==> src/rtl/demux_lane_scheduler_if.sv <==
// Byte-stream / lane-strobe bundle between the RX byte source and the
// 1:4 lane demux scheduler.
//   validEntrada, Entrada : input byte stream (source -> scheduler)
//   pause                 : per-lane "do not push" from lane FIFOs
//   data_out, push,
//   lane_sel              : registered byte, one-hot lane strobe, lane index
// Modports: master = byte source / lane side, slave = scheduler.
interface demux_lane_scheduler_if #(
    parameter int DATA_W = 8
);
    logic              validEntrada;
    logic [DATA_W-1:0] Entrada;
    logic [3:0]        pause;
    logic [DATA_W-1:0] data_out;
    logic [3:0]        push;
    logic [1:0]        lane_sel;

    modport master (
        output validEntrada, Entrada, pause,
        input  data_out, push, lane_sel
    );

    modport slave (
        input  validEntrada, Entrada, pause,
        output data_out, push, lane_sel
    );
endinterface

==> src/rtl/demux_lane_scheduler.sv <==
// Lane scheduler for the RX 1:4 byte demux. Each valid input byte is
// assigned to one of four lanes round-robin, honouring per-lane pause.
// After ALIGN_GAP consecutive idle cycles the lane pointer realigns to
// lane 0. Bytes that cannot be placed are dropped and counted.
// Ports:
//   clk_2f    : clock, all state on posedge
//   reset     : synchronous active-high reset
//   bus       : slave side of demux_lane_scheduler_if (byte in, lane out)
//   clr_stats : synchronous clear of drop_cnt
//   drop_cnt  : saturating dropped-byte count
//   state_o   : 0 IDLE, 1 RUN, 2 BLOCKED
// Optional feature macro: DEMUX_SCHED_SKIP_EN -- when defined, a paused
// pointer lane is skipped in favour of the next unpaused lane; otherwise
// strict round-robin (paused pointer lane drops the byte).
module demux_lane_scheduler #(
    parameter int DATA_W    = 8,
    parameter int CNT_W     = 8,
    parameter int ALIGN_GAP = 2
) (
    input  logic                 clk_2f,
    input  logic                 reset,
    demux_lane_scheduler_if.slave bus,
    input  logic                 clr_stats,
    output logic [CNT_W-1:0]     drop_cnt,
    output logic [1:0]           state_o
);
    localparam int GAP_W = (ALIGN_GAP < 2) ? 1 : $clog2(ALIGN_GAP + 1);
    localparam logic [GAP_W-1:0] GAP_MAX = GAP_W'(ALIGN_GAP);

    typedef enum logic [1:0] {
        ST_IDLE    = 2'd0,
        ST_RUN     = 2'd1,
        ST_BLOCKED = 2'd2
    } state_t;

    state_t            state_reg;
    logic [1:0]        ptr_reg;
    logic [GAP_W-1:0]  gap_reg;
    logic [DATA_W-1:0] data_reg;
    logic [3:0]        push_reg;
    logic [1:0]        lane_reg;
    logic [CNT_W-1:0]  drop_reg;

    logic              lane_ok;
    logic [1:0]        lane_pick;
    logic [GAP_W-1:0]  gap_next;
    logic              drop_ev;

`ifdef DEMUX_SCHED_SKIP_EN
    // Candidate lanes in scan order starting at the pointer.
    logic [1:0] cand [4];
    logic [3:0] cand_free;

    for (genvar gi = 0; gi < 4; gi++) begin : g_cand
        assign cand[gi]      = ptr_reg + 2'(gi);
        assign cand_free[gi] = ~bus.pause[cand[gi]];
    end

    // Iterate from the far end so the nearest free candidate wins.
    always_comb begin
        lane_ok   = 1'b0;
        lane_pick = ptr_reg;
        for (int i = 3; i >= 0; i--) begin
            if (cand_free[i]) begin
                lane_ok   = 1'b1;
                lane_pick = cand[i];
            end
        end
    end
`else
    // Strict order: only the pointer lane may take the byte.
    assign lane_ok   = ~bus.pause[ptr_reg];
    assign lane_pick = ptr_reg;
`endif

    assign drop_ev  = bus.validEntrada & ~lane_ok;
    assign gap_next = (gap_reg == GAP_MAX) ? gap_reg : gap_reg + 1'b1;

    always_ff @(posedge clk_2f) begin
        if (reset) begin
            state_reg <= ST_IDLE;
            ptr_reg   <= '0;
            gap_reg   <= '0;
            data_reg  <= '0;
            push_reg  <= '0;
            lane_reg  <= '0;
            drop_reg  <= '0;
        end else begin
            push_reg <= '0;
            if (bus.validEntrada) begin
                // Any valid byte breaks an idle run, placed or not.
                gap_reg <= '0;
                if (lane_ok) begin
                    push_reg  <= 4'b0001 << lane_pick;
                    data_reg  <= bus.Entrada;
                    lane_reg  <= lane_pick;
                    ptr_reg   <= lane_pick + 2'd1;
                    state_reg <= ST_RUN;
                end else begin
                    state_reg <= ST_BLOCKED;
                end
            end else begin
                state_reg <= ST_IDLE;
                gap_reg   <= gap_next;
                if (gap_next == GAP_MAX) begin
                    ptr_reg <= '0;
                end
            end

            // A clear in the same cycle as a drop keeps that drop.
            if (clr_stats) begin
                drop_reg <= drop_ev ? CNT_W'(1) : '0;
            end else if (drop_ev && (drop_reg != '1)) begin
                drop_reg <= drop_reg + 1'b1;
            end
        end
    end

    always_comb begin
        case (state_reg)
            ST_RUN:     state_o = 2'd1;
            ST_BLOCKED: state_o = 2'd2;
            default:    state_o = 2'd0;
        endcase
    end

    assign bus.data_out = data_reg;
    assign bus.push     = push_reg;
    assign bus.lane_sel = lane_reg;
    assign drop_cnt     = drop_reg;
endmodule

==> src/flat_wrapper.sv <==
// flat-port wrapper written by rule: the top's interface ports become plain ports
module demux_lane_scheduler_flat 
#(
    parameter int DATA_W    = 8,
    parameter int CNT_W     = 8,
    parameter int ALIGN_GAP = 2
)
  (clk_2f, reset, clr_stats, drop_cnt, state_o, bus_validEntrada, bus_Entrada, bus_pause, bus_data_out, bus_push, bus_lane_sel);
  demux_lane_scheduler_if #(.DATA_W(DATA_W)) bus_i ();
  input  logic clk_2f;
  input  logic reset;
  input  logic clr_stats;
  output logic [CNT_W-1:0] drop_cnt;
  output logic [1:0] state_o;
  input wire logic [$bits(bus_i.validEntrada)-1:0] bus_validEntrada;
  input wire logic [$bits(bus_i.Entrada)-1:0] bus_Entrada;
  input wire logic [$bits(bus_i.pause)-1:0] bus_pause;
  output wire logic [$bits(bus_i.data_out)-1:0] bus_data_out;
  output wire logic [$bits(bus_i.push)-1:0] bus_push;
  output wire logic [$bits(bus_i.lane_sel)-1:0] bus_lane_sel;
  assign bus_i.validEntrada = bus_validEntrada;
  assign bus_i.Entrada = bus_Entrada;
  assign bus_i.pause = bus_pause;
  assign bus_data_out = bus_i.data_out;
  assign bus_push = bus_i.push;
  assign bus_lane_sel = bus_i.lane_sel;
  demux_lane_scheduler #(.DATA_W(DATA_W), .CNT_W(CNT_W), .ALIGN_GAP(ALIGN_GAP)) u_core (.clk_2f(clk_2f), .reset(reset), .bus(bus_i), .clr_stats(clr_stats), .drop_cnt(drop_cnt), .state_o(state_o));
endmodule
==> config.mk <==
export PLATFORM = sky130hd
export DESIGN_NAME = demux_lane_scheduler_flat
export DESIGN_NICKNAME = d
export VERILOG_FILES = /design/src/rtl/demux_lane_scheduler_if.sv /design/src/rtl/demux_lane_scheduler.sv /design/src/flat_wrapper.sv
export SDC_FILE = /design/constraint.sdc
export NUM_CORES = 1
export LEC_CHECK = 0
export ABC_AREA = 1
export BUFFER_PORTS_ARGS = -buffer_cell sky130_fd_sc_hd__clkbuf_2
export CORE_UTILIZATION = 41
export CTS_CLUSTER_DIAMETER = 50
export DETAILED_ROUTE_END_ITERATION = 12
export HOLD_SLACK_MARGIN = 0.02
export PLACE_DENSITY = 0.72
export SLEW_MARGIN = 10
export SYNTH_ARGS = -nofsm -noshare
export SYNTH_HDL_FRONTEND = slang
export SYNTH_SLANG_ARGS = --single-unit
export TNS_END_PERCENT = 30
==> constraint.sdc <==
create_clock -name clk_2f -period 1.2 [get_ports clk_2f]
set_input_delay 0.24 -clock clk_2f [delete_from_list [all_inputs] [get_ports clk_2f]]
set_output_delay 0.24 -clock clk_2f [all_outputs]
set_load 0.01 [all_outputs]
==> flow_summary.toml <==
[status]
status = "complete, but fails checks"
violations = "setup timing"

[sta]
timing.final.crit_share_pct = 106
hold-worst-slack_ns = 0.117
rsz0062_at_grt = "true"
hold_violations = 0
finalWorstSetupSlack_ns = -0.0677
setup_viol_count_final = 18
report.final.slew_viol_count = 0
fmax_ghz = 0.789
final.setup.tns_ns = -0.476
slew_headroom_pct = 67.3
post-route-min-period_ns = 1.27
fin_skew_ns = 0.00343
worst_pin_slew_ns = 0.490

[clock_tree]
cts_htree_levels = 1
clockRootBuffer = "clkbuf_4"
cts.path.max_buffers = 2
clkTransAtPathRegs_ns = 0.15
clock_latency_ns = 0.34
cts-buffers-inserted = 3
numClockSinks = 28
cts_tree = "yes"
cts_hold_repair.buffers = 0

[grt]
grt_pass1_vias = 1166
antenna_found_initial = 0
grt_start_max_net_pins = 17
grt-ovfl-total = 0
grt_use_total_pct = 19.1
grt_pass1_wl_microns = 5000

[finish]
fin_nets = 252
final_util_pct = 63.6
final_cell_mix = "clkbuf_2, nor2_1, nand2_1, buf_4, dfxtp_1"
stdcell_count = 277
final_common_cell = "clkbuf_2"
syn2layout_area_growth_pct = 47.5
drive_gt1_share_pct = 54.5
n_antenna_cell = 0
fill_cells = 258

[routing]
drtPass1Iterations = 4
drtAntennaViolNets = 0
remaining_drc_errors = 0
routedWlPerCell_microns = 11.3
vias_per_cell = 4.71
wl_microns = 3120
drt_iter0_drc = 62
num_vias = 1304

[power_and_ir_drop]
leakage_nw = 0.874
peakVddDrop_mv = 0.463
power_frac_comb_pct = 22.6
intPower_mw = 1.44
switchingPower_uw = 578
p_seq_share_pct = 50.2
switching_share_pct = 28.6
power.density_nw_per_um2 = 1050
clockPowerShare_pct = 27.2
power.total_mw = 2.02

[synth]
yosys_register_bits = 28
syn_avg_cell_area_sq_um = 7.59
yosysTopAreaCell = "dfxtp_1"
netlist_area_sq_um = 1310
ys_warn_count = 0
synthTopCellsByArea = "dfxtp_1, nor2_1, nand2_1"
synth_nets = 190
netlist-cell-type-count = 29
synth.top_cell.area_share_pct = 42.9
synth_seq_area_share_pct = 42.9
synthCells = 172

[critical_path]
crit_fanout = 5
reg2reg_depth = 8
cp_slowest_stage_delay_ns = 0.38
worst-path-buf-inv = 2
path_class = "reg -> reg"
critical_path.top_delay_family = "simple AND/OR/NAND/NOR gates"
critPathSlowestCell = "dfxtp_4"
crit_path_end_kind = "flip-flop"
crit_chain = "ha_4 -> nand2_2 -> inv_2 -> nand3_4 -> inv_2 -> nor2_4 -> nand3_2 -> a21oi_2"
cpMostUsedCell = "inv_2"
cp.depth = 8
crit_arrival_ns = 1.56
worst_ep_required_time_ns = 1.49
setup.worst_path.start_class = "flip-flop"

[placed_design]
numPortBuffers = 39
dp_hpwl_microns = 2190
gp_congestion = 0.808
dpl.cell_count = 269

[die]
io_pins = 40
start_util_pct = 43.1
core_area_sq_um = 3030
die_y_microns = 58.4
die_w_microns = 58.4
die_area_sq_um = 3420
placementRows = 20

[min_path]
min_path_cells = 3
min_path_type = "in -> reg"

[job]
maxCapViolCount = 0
## worst reg2reg max path, stage by stage, from the launching register on
cell	delay (ns)
dfxtp_4	0.38
ha_4	0.16
nand2_2	0.05
inv_2	0.06
nand3_4	0.10
inv_2	0.05
nor2_4	0.18
nand3_2	0.10
a21oi_2	0.14
## metrics by stage
| step | instance area (sq um) | worst slack (ns) |
|---|---|---|
| 4_1_cts | 1800 | -0.0543 |
| 3_5_place_dp | 1680 | -0.128 |
| 5_1_grt | 1930 | -0.138 |
| 3_3_place_gp | 1680 | -0.0994 |
| 2_1_floorplan | 1320 | 0.00726 |
| 6_report | 1930 | -0.0677 |
## metal layers
layer	wire length (microns)	GRT usage, %	part of all wire [%]	vias to the layer above
met5	0	0	0	-
met3	153	3.08	4.9	3
met4	32	9.18	1.0	0
li1	-	-	-	669
met2	1490	31.0	48	37
met1	1450	24.7	46	595
## final cells by class
class                           instances  area, sq um  area share, %
Multi-Input combinational cell        121          761           39.5
Sequential cell                        28          583           30.3
Timing Repair Buffer                   62          405           21.0
Inverter                               18         75.1           3.90
Tap cell                               44         55.1           2.86
Clock buffer                            4         47.5           2.47
## cell usage after synthesis (all sizes together)
library cell,count
nand4,1
nor3,2
a21o,1
or2,1
buf,3
inv,18
and3,1
nor3b,1
ha,2
nor2,37
xor2,2
a21boi,1
nand2,34
dfxtp,28
a21oi,9
o21ai,11
nand3,18
clkbuf,2
## cells by family after synthesis
kind of cell	Yosys count	share of synthesized area [%]
flip-flops	28	42.9
adder cells (fa/ha/maj)	2	1.92
XOR/XNOR	2	1.34
AO/OA/AOI/OAI	22	9.39
AND/OR/NAND/NOR	95	35.4
buffers and inverters	23	9.00
## power by group through the flow
stage               Sequential [mW]  Combinational, mW  Clock [mW]
global route                   1.02              0.509       0.611
finish                         1.01              0.458       0.550
global placement               1.03              0.375           0
floorplan                      1.05              0.217           0
CTS                            1.02              0.404       0.562
detailed placement             1.03              0.381           0
## final timing paths
| path | start | endpoint | slack, ns |
|---|---|---|---|
| max | u_core.drop_cnt[0] | u_core.drop_cnt[2] | -0.07 |
| min | bus_Entrada[7] | u_core.bus.data_out[7] | 0.12 |
| max reg2reg | u_core.drop_cnt[0] | u_core.drop_cnt[2] | -0.07 |
| min reg2reg | u_core.bus.lane_sel[1] | u_core.bus.lane_sel[1] | 0.48 |
## timing repair
action	in CTS	in global routing
hold endpoints to repair	0	0
setup endpoints to repair	31	33
gates cloned	0	0
buffers inserted	1	3
pin swaps	4	13
resized for setup	29	34
No activity file was read; power rests on OpenSTA's default activity.
